### src/rtl/nwcc_cycle_ctrl.sv
// NWCC measurement-cycle sequencer: clear datapath, gate pulses, drain delay lines,
// capture counts and hand them to readout. Run accumulators built with NWCC_ACCUM_EN.
module nwcc_cycle_ctrl #(
    parameter int unsigned CNT_W     = 13,
    parameter int unsigned LEN_W     = 24,
    parameter int unsigned NCYC_W    = 8,
    parameter int unsigned CLR_CYC   = 2,
    parameter int unsigned DRAIN_CYC = 1040,
    parameter int unsigned ACC_W     = 32
) (
    input  logic              clk_1mhz,
    input  logic              reset_ip,
    input  logic              start_ip,
    input  logic              abort_ip,
    input  logic [LEN_W-1:0]  cycle_len_ip,
    input  logic [NCYC_W-1:0] num_cycles_ip,
    input  logic              pulse_ip,
    output logic              pulse_op,
    output logic              gate_op,
    output logic              dp_reset_op,
    input  logic [CNT_W-1:0]  ra_count_ip,
    input  logic [CNT_W-1:0]  a_count_ip,
    input  logic [CNT_W-1:0]  total_count_ip,
    output logic              out_valid_op,
    input  logic              out_ready_ip,
    output logic [CNT_W-1:0]  out_ra_op,
    output logic [CNT_W-1:0]  out_a_op,
    output logic [CNT_W-1:0]  out_total_op,
    output logic              out_ovf_op,
    output logic [NCYC_W-1:0] cycle_idx_op,
    output logic              busy_op,
    output logic              done_op,
    output logic [ACC_W-1:0]  acc_ra_op,
    output logic [ACC_W-1:0]  acc_a_op,
    output logic [ACC_W-1:0]  acc_total_op
);
    localparam int unsigned PCNT_W = CNT_W + 1;
    localparam int unsigned DRN_W  = $clog2(DRAIN_CYC + 1);
    localparam int unsigned CLR_W  = $clog2(CLR_CYC + 1);
    localparam int unsigned MAX_A  = (LEN_W > DRN_W) ? LEN_W : DRN_W;
    localparam int unsigned TMR_W  = (MAX_A > CLR_W) ? MAX_A : CLR_W;

    typedef enum logic [2:0] {
        S_IDLE, S_CLEAR, S_COUNT, S_DRAIN, S_CAPTURE, S_REPORT, S_DONE
    } state_t;

    state_t             state;
    logic [TMR_W-1:0]   timer;
    logic [LEN_W-1:0]   len_q;
    logic [NCYC_W-1:0]  num_q;
    logic [PCNT_W-1:0]  pcnt;

    // Gating is combinational so pulses reach the datapath with no added latency.
    assign pulse_op = pulse_ip & gate_op;

`ifndef NWCC_ACCUM_EN
    assign acc_ra_op    = '0;
    assign acc_a_op     = '0;
    assign acc_total_op = '0;
`endif

    always_ff @(posedge clk_1mhz or posedge reset_ip) begin
        if (reset_ip) begin
            state        <= S_IDLE;
            timer        <= '0;
            len_q        <= '0;
            num_q        <= '0;
            pcnt         <= '0;
            gate_op      <= 1'b0;
            dp_reset_op  <= 1'b0;
            out_valid_op <= 1'b0;
            out_ra_op    <= '0;
            out_a_op     <= '0;
            out_total_op <= '0;
            out_ovf_op   <= 1'b0;
            cycle_idx_op <= '0;
            busy_op      <= 1'b0;
            done_op      <= 1'b0;
`ifdef NWCC_ACCUM_EN
            acc_ra_op    <= '0;
            acc_a_op     <= '0;
            acc_total_op <= '0;
`endif
        end else begin
            // Saturating pulse counter; its MSB is the overflow flag.
            if (pulse_op && !pcnt[CNT_W]) begin
                pcnt <= pcnt + PCNT_W'(1);
            end

            if (abort_ip && state != S_IDLE) begin
                state        <= S_IDLE;
                gate_op      <= 1'b0;
                dp_reset_op  <= 1'b0;
                out_valid_op <= 1'b0;
                busy_op      <= 1'b0;
                done_op      <= 1'b0;
            end else begin
                case (state)
                    S_IDLE: begin
                        if (start_ip && !abort_ip) begin
                            len_q        <= (cycle_len_ip == '0) ? LEN_W'(1) : cycle_len_ip;
                            num_q        <= (num_cycles_ip == '0) ? NCYC_W'(1) : num_cycles_ip;
                            cycle_idx_op <= '0;
                            timer        <= TMR_W'(CLR_CYC - 1);
                            dp_reset_op  <= 1'b1;
                            busy_op      <= 1'b1;
                            state        <= S_CLEAR;
`ifdef NWCC_ACCUM_EN
                            acc_ra_op    <= '0;
                            acc_a_op     <= '0;
                            acc_total_op <= '0;
`endif
                        end
                    end
                    S_CLEAR: begin
                        pcnt <= '0;
                        if (timer == '0) begin
                            dp_reset_op <= 1'b0;
                            gate_op     <= 1'b1;
                            timer       <= TMR_W'(len_q) - TMR_W'(1);
                            state       <= S_COUNT;
                        end else begin
                            timer <= timer - TMR_W'(1);
                        end
                    end
                    S_COUNT: begin
                        if (timer == '0) begin
                            gate_op <= 1'b0;
                            timer   <= TMR_W'(DRAIN_CYC - 1);
                            state   <= S_DRAIN;
                        end else begin
                            timer <= timer - TMR_W'(1);
                        end
                    end
                    S_DRAIN: begin
                        if (timer == '0) begin
                            state <= S_CAPTURE;
                        end else begin
                            timer <= timer - TMR_W'(1);
                        end
                    end
                    S_CAPTURE: begin
                        out_ra_op    <= ra_count_ip;
                        out_a_op     <= a_count_ip;
                        out_total_op <= total_count_ip;
                        out_ovf_op   <= pcnt[CNT_W];
                        out_valid_op <= 1'b1;
                        state        <= S_REPORT;
                    end
                    S_REPORT: begin
                        if (out_ready_ip) begin
                            out_valid_op <= 1'b0;
`ifdef NWCC_ACCUM_EN
                            acc_ra_op    <= acc_ra_op + ACC_W'(out_ra_op);
                            acc_a_op     <= acc_a_op + ACC_W'(out_a_op);
                            acc_total_op <= acc_total_op + ACC_W'(out_total_op);
`endif
                            if (cycle_idx_op + NCYC_W'(1) == num_q) begin
                                done_op <= 1'b1;
                                state   <= S_DONE;
                            end else begin
                                cycle_idx_op <= cycle_idx_op + NCYC_W'(1);
                                timer        <= TMR_W'(CLR_CYC - 1);
                                dp_reset_op  <= 1'b1;
                                state        <= S_CLEAR;
                            end
                        end
                    end
                    S_DONE: begin
                        done_op <= 1'b0;
                        busy_op <= 1'b0;
                        state   <= S_IDLE;
                    end
                    default: begin
                        state <= S_IDLE;
                    end
                endcase
            end
        end
    end

endmodule
### config.mk
export PLATFORM = sky130hd
export DESIGN_NAME = nwcc_cycle_ctrl
export DESIGN_NICKNAME = d
export VERILOG_FILES = /design/src/rtl/nwcc_cycle_ctrl.sv
export SDC_FILE = /design/constraint.sdc
export NUM_CORES = 1
export LEC_CHECK = 0
export CAP_MARGIN = 30
export CORE_MARGIN = 5
export CORE_UTILIZATION = 45
export DETAILED_ROUTE_END_ITERATION = 8
export DONT_BUFFER_PORTS = 1
export HOLD_SLACK_MARGIN = 0.15
export PLACE_DENSITY = 0.69
export SYNTH_ARGS = -nofsm -noshare
export SYNTH_HDL_FRONTEND = slang
export SYNTH_SLANG_ARGS = --single-unit
export TNS_END_PERCENT = 10
### constraint.sdc
create_clock -name clk_1mhz -period 4.88 [get_ports clk_1mhz]
set_clock_uncertainty 0.15 [all_clocks]
set_input_delay 0.976 -clock clk_1mhz [delete_from_list [all_inputs] [get_ports clk_1mhz]]
set_output_delay 0.976 -clock clk_1mhz [all_outputs]
set_load 0.02 [all_outputs]
==> reports/results.txt, run 1 <==
Final min period = 3.11 ns
Seq. cell area = 3150 µm²
hold_buf cts = 0
initial antenna violation count = 0
global route overflow = 0
number of synthesized flops with an enable pin = 0
first-pass GRT wire length = 26900 µm
I/O Pins = 227
Post-DRT Antenna Nets = 0
headroom to the max-slew limit = 39.2%
final worst slack = 1.77 ns
Post-synth ARST share = 100%
most frequent cells in the layout = dfrtp_1, conb_1, mux2_2
CORE AREA = 16400 µm²
Adder-Cell Fraction of Synth Area = 0.990%
Placement Cell Area = 7300 µm²
min-delay worst type = flop to flop
Final Slew Violations = 0
final wirelength = 16400 µm
Max VDD drop = 0.000450 V
Post-Synth XOR/XNOR Area = 4.46%
clock-pin slew on the worst setup and hold paths = 0.06 ns
worst hold slack = 0.364 ns
Netlist cell types = 67
Leak Pwr = 3.49 nW
placed wire-length estimate = 12000 µm
max_cap viols = 0
most common cell after layout, fill and taps aside = dfrtp_1
CTS buffer count = 17
CP Max Fanout = 24
crit end category = flop
die width = 139 µm
n_diodes = 0
All-Layer GR Usage = 16.7%
# clock sinks = 126
pwr/cell area = 526 nW/µm²
via count = 5363
setup TNS = 0 ns
placed cell count = 955
Post-Syn Area = 7460 µm²
CTS tree = yes
gpl congestion = 0.878
DR pass1 iterations = 7
period utilisation layout = 63.7%
largest net degree at the start of global routing = 76
register bit count reported by yosys = 126
initial DRC count = 425
Initial Util = 45.5%
Simple-Gate Fraction of Synth Area = 15.5%
Die Area = 19200 µm²
syn_area_per_cell = 9.87 µm²
Synth Flop Type = dfrtp_1
DR DRC count = 0
yosys warns = 0
CTS root buf = clkbuf_16
H-tree Lvls = 4
fmax = 0.322 GHz
post-cts sizing count = 0
num rows = 47
status = finished, final reports clean
Post-CTS Setup Bufs = 0
Core Util, Final = 48.2%
overall power = 4.16 mW
Filler cells = 1536
main combinational cell family by area after synthesis = simple AND/OR/NAND/NOR gates
Routed wire per std cell = 16.6 µm
Multi-input gate area = 3670 µm²
Setup Crit Path Kind = flop to flop
post-route non-filler standard cell count = 987
Seq/Total Area, Yosys = 42.3%
chip height = 139 µm
vias per cell = 5.43
Crit path required time = 5.03 ns
P&R area growth vs syn = 6.01%
Final Setup Violations = 0
Synth Instances = 756
Compound-Gate Fraction of Synth Area = 12.2%
port bufs = 0
final instance area = 7910 µm²
RSZ-0062 raised after global routing = no
worst skew pair latency = 0.43 ns
layout cell share with drive strength beyond 1 = 16.2%
Final nets = 836
multiplexer area fraction after synthesis = 11.1%
CP arrival = 3.26 ns
crit path launch type = flop
Final Hold Fails = 0
slew at the pin closest to its max-slew limit = 0.911 ns
vias in the first global route = 5097
Clock Tree Buf Depth = 2
DP Worst Slack = 1.82 ns
-- cells in the mapped netlist (all sizes together), types with 3 or more instances --
master | n | area share, %
nor4 | 18 | 2.0
mux2 | 71 | 11
o22a | 3 | 0.35
o221ai | 8 | 1.0
nand2 | 28 | 1.4
xor2 | 21 | 2.5
ha | 5 | 0.84
a31oi | 6 | 0.50
and2 | 4 | 0.34
and4 | 3 | 0.35
nand3 | 27 | 1.8
clkbuf | 19 | 0.96
o21ai | 30 | 2.0
nor3 | 28 | 1.9
or3 | 9 | 0.75
o211ai | 11 | 1.2
nor2b | 6 | 0.50
nand4 | 16 | 1.3
a21oi | 29 | 1.9
and3 | 8 | 0.67
dfrtp | 126 | 42
nor2 | 51 | 2.6
a32oi | 9 | 1.1
a211oi | 4 | 0.47
xnor2 | 17 | 2.0
or4 | 5 | 0.55
inv | 39 | 2.0
o31ai | 3 | 0.30
a221oi | 7 | 0.82
mux2i | 3 | 0.40
nor3b | 5 | 0.50
or2 | 3 | 0.25
buf | 105 | 10
-- state kept, by name (all words and copies together), names as in the netlist --
name,cells
out_ovf_op,1
timer,24
pcnt,14
busy_op,1
cycle_idx_op,8
out_total_op,13
state,3
dp_reset_op,1
num_q,8
done_op,1
gate_op,1
len_q,24
out_a_op,13
out_ra_op,13
out_valid_op,1
-- final cells by class --
class,instances,share of cell area (%)
Multi-Input combinational cell,562,46.4
Inverter,39,1.88
Tap cell,220,3.48
Clock inverter,13,1.93
Timing Repair Buffer,8,0.728
Sequential cell,126,39.9
Clock buffer,19,5.73
-- kinds of logic after synthesis --
logic type               after synthesis
multiplexers                          74
adder cells (fa/ha/maj)                6
other                                  1
flip-flops                           126
AO/OA/AOI/OAI                        132
AND/OR/NAND/NOR                      216
buffers and inverters                163
XOR/XNOR                              38
-- layer usage --
metal  GRT usage, %  part of all wire [%]
met3           4.24                   6.9
met4           6.59                   1.8
met2           27.5                    50
met5              0                     0
met1           21.3                    42
-- path summary, 6_finish.rpt --
| check | slack, ns | start | to | cells after the start |
|---|---|---|---|---|
| max | 1.77 | cycle_idx_op[3]$_DFFE_PP0P_ | timer[0]$_DFFE_PP0P_ | 6 |
| min | 0.36 | num_q[0]$_DFFE_PP0P_ | num_q[0]$_DFFE_PP0P_ | 2 |
| max reg2reg | 1.77 | cycle_idx_op[3]$_DFFE_PP0P_ | timer[0]$_DFFE_PP0P_ | 6 |
| min reg2reg | 0.36 | num_q[0]$_DFFE_PP0P_ | num_q[0]$_DFFE_PP0P_ | 2 |
| max in group asynchronous | 3.19 | reset_ip | timer[16]$_DFFE_PP0P_ | 2 |
| min in group asynchronous | 0.47 | reset_ip | out_ra_op[11]$_DFFE_PP0P_ | 1 |
-- critical path, cell delays in order, from the launching register on --
cell	delay [ns]
dfrtp_1	0.65
and4_1	0.31
nand4_1	0.16
o311a_1	0.35
or4_4	0.60
o2111a_2	0.48
o22a_1	0.27
-- where the power goes --
group	internal [mW]	switching, mW
sequential	1.28	0.325
clock	0.789	0.504
combinational	0.523	0.738
total	2.59	1.57
(Power assumes the default switching activity.)
==> inputs of run 2 (changes only) <==
--- a/config.mk
+++ b/config.mk
@@ -11,7 +11,7 @@
 export DETAILED_ROUTE_END_ITERATION = 8
 export DONT_BUFFER_PORTS = 1
 export HOLD_SLACK_MARGIN = 0.15
-export PLACE_DENSITY = 0.69
+export PLACE_DENSITY = 0.71
 export SYNTH_ARGS = -nofsm -noshare
 export SYNTH_HDL_FRONTEND = slang
 export SYNTH_SLANG_ARGS = --single-unit
==> constraint.sdc (replaced) <==
create_clock -name clk_1mhz -period 2.59 [get_ports clk_1mhz]
set_clock_uncertainty 0.15 [all_clocks]
set_input_delay 0.518 -clock clk_1mhz [delete_from_list [all_inputs] [get_ports clk_1mhz]]
set_output_delay 0.518 -clock clk_1mhz [all_outputs]
set_load 0.02 [all_outputs]
==> run 2 against run 1 <==
  * Worst hold slack worse by 0.14 ns
  * Clock power is 76% higher
  * Total power is 100% higher
  * Fmax rose by 21%
  * Register-to-register slack worse by 1.7 ns
  * Largest power group is now combinational cells
==> reports/results.txt, run 2 (synthesis results as in run 1) <==
status = finished, final reports clean (unchanged)
final wirelength = 19300 µm (was 16400 µm)
clock-pin slew on the worst setup and hold paths = 0.06 ns (about the same)
All-Layer GR Usage = 19.5% (was 16.7%)
crit end category = flop (unchanged)
vias per cell = 5.48 (was 5.43)
chip height = 139 µm (unchanged)
Hold Startpoint = abort_ip (was num_q[0]$_DFFE_PP0P_)
global route overflow = 0 (unchanged)
most frequent cells in the layout = dfrtp_1, conb_1, dlygate4sd3_1 (was dfrtp_1, conb_1, mux2_2)
CTS root buf = clkbuf_16 (unchanged)
CP arrival = 2.74 ns (was 3.26 ns)
I/O Pins = 227 (unchanged)
Initial Util = 45.5% (unchanged)
fmax = 0.390 GHz (was 0.322 GHz)
setup TNS = 0 ns (unchanged)
initial DRC count = 380 (was 425)
headroom to the max-slew limit = 53.8% (was 39.2%)
Leak Pwr = 4.04 nW (was 3.49 nW)
Routed wire per std cell = 17.5 µm (was 16.6 µm)
Final Hold Fails = 0 (unchanged)
max_cap viols = 0 (unchanged)
first-pass GRT wire length = 30900 µm (was 26900 µm)
Setup Crit Path Kind = flop to flop (unchanged)
Final Slew Violations = 0 (unchanged)
DR pass1 iterations = 5 (was 7)
CORE AREA = 16400 µm² (unchanged)
P&R area growth vs syn = 22.0% (was 6.01%)
die width = 139 µm (unchanged)
Crit path required time = 2.77 ns (was 5.03 ns)
worst hold slack = 0.222 ns (was 0.364 ns)
largest net degree at the start of global routing = 127 (was 76)
Clock Tree Buf Depth = 2 (unchanged)
crit path launch type = flop (unchanged)
num rows = 47 (unchanged)
worst skew pair latency = 0.42 ns (was 0.43 ns)
min-delay worst type = input pin to flop (was flop to flop)
period utilisation layout = 98.9% (was 63.7%)
via count = 6062 (was 5363)
post-route non-filler standard cell count = 1107 (was 987)
n_diodes = 0 (unchanged)
initial antenna violation count = 0 (unchanged)
Die Area = 19200 µm² (unchanged)
layout cell share with drive strength beyond 1 = 21.0% (was 16.2%)
placed wire-length estimate = 12400 µm (was 12000 µm)
# clock sinks = 126 (unchanged)
crit path from = cycle_idx_op[0]$_DFFE_PP0P_ (was cycle_idx_op[3]$_DFFE_PP0P_)
port bufs = 0 (unchanged)
CTS tree = yes (unchanged)
final worst slack = 0.0275 ns (was 1.77 ns)
Final min period = 2.56 ns (was 3.11 ns)
vias in the first global route = 5856 (was 5097)
RSZ-0062 raised after global routing = yes (was no)
Final Setup Violations = 0 (unchanged)
Max VDD drop = 0.000764 V (was 0.000450 V)
registers with the most flip-flops = len_q (24), timer (24), pcnt (14) (unchanged)
gpl congestion = 0.866 (was 0.878)
CTS buffer count = 17 (unchanged)
H-tree Lvls = 4 (unchanged)
Post-DRT Antenna Nets = 0 (unchanged)
placed cell count = 1001 (was 955)
Reg-to-Reg Start = cycle_idx_op[0]$_DFFE_PP0P_ (was cycle_idx_op[3]$_DFFE_PP0P_)
most common cell after layout, fill and taps aside = dfrtp_1 (unchanged)
DP Worst Slack = 0.00998 ns (was 1.82 ns)
pwr/cell area = 913 nW/µm² (was 526 nW/µm²)
slew at the pin closest to its max-slew limit = 0.693 ns (was 0.911 ns)
CP Max Fanout = 14 (was 24)
DR DRC count = 0 (unchanged)
Final nets = 957 (was 836)
overall power = 8.31 mW (was 4.16 mW)
==> run 2: cell count changes in the layout (fill, tap and decap cells not counted), moves of 4 or more <==
cell | before | now
dlygate4sd3_1 | 0 | 73
buf_4 | 7 | 52
o221ai_1 | 7 | 2
o221ai_2 | 1 | 6
a32oi_1 | 9 | 5
a32oi_2 | 0 | 4
buf_12 | 0 | 4
==> run 2: worst max-delay path, cell delays in order (launching register included) <==
cell,delay (ns)
dfrtp_1,0.40
ha_2,0.22
nor2b_1,0.14
o311a_1,0.35
or4_4,0.55
o2111a_2,0.32
buf_12,0.16
o221ai_1,0.17
==> run 2: area by class of cell <==
| cell class | instances | area, µm² |
|---|---|---|
| inverter | 39 | 150 |
| clock buffer | 19 | 443 |
| clock inverter | 12 | 111 |
| fill | 1370 | 7310 |
| timing repair buffer | 129 | 1200 |
| multi-input combinational | 562 | 3760 |
| sequential | 126 | 3150 |
| tap | 220 | 275 |
==> run 2: path summary, 6_finish.rpt <==
check	slack, ns	depth (start not counted)	endpoint
max in group asynchronous	1.13	3	len_q[19]$_DFFE_PP0P_
setup / recovery	0.03	7	timer[15]$_DFFE_PP0P_
min in group asynchronous	0.60	3	out_total_op[5]$_DFFE_PP0P_
setup reg to reg	0.03	7	timer[15]$_DFFE_PP0P_
hold reg to reg	0.38	2	num_q[0]$_DFFE_PP0P_
hold / removal	0.22	2	state[1]$_DFFE_PP0P_
==> run 2: power breakdown <==
group | internal (mW) | switching, mW
Clock | 1.34 | 0.929
Combinational | 1.37 | 1.70
Sequential | 2.41 | 0.547
Total | 5.13 | 3.18
==> run 2: metrics by stage <==
| stage | util (%) | cell area, µm² |
|---|---|---|
| floorplan | - | 7820 |
| global placement | 46.9 | 7700 |
| detailed placement | 46.9 | 7700 |
| CTS | 54.8 | 8990 |
| global route | 55.4 | 9100 |
| finish | 55.4 | 9100 |
==> run 2: metal layers <==
metal	global-route usage, %	routed length (µm)
met1	23.7	7300
met2	33.2	10200
met3	4.86	1440
met4	8.24	408
met5	0	0
==> run 2: what timing repair did <==
action                                  4_1_cts  5_1_grt
resized for setup                             1       15
endpoints found under the setup margin        2       27
hold endpoints to repair                    200        0
hold buffers                                 73        0
setup buffers                                 0        2
pin swaps                                     0        6
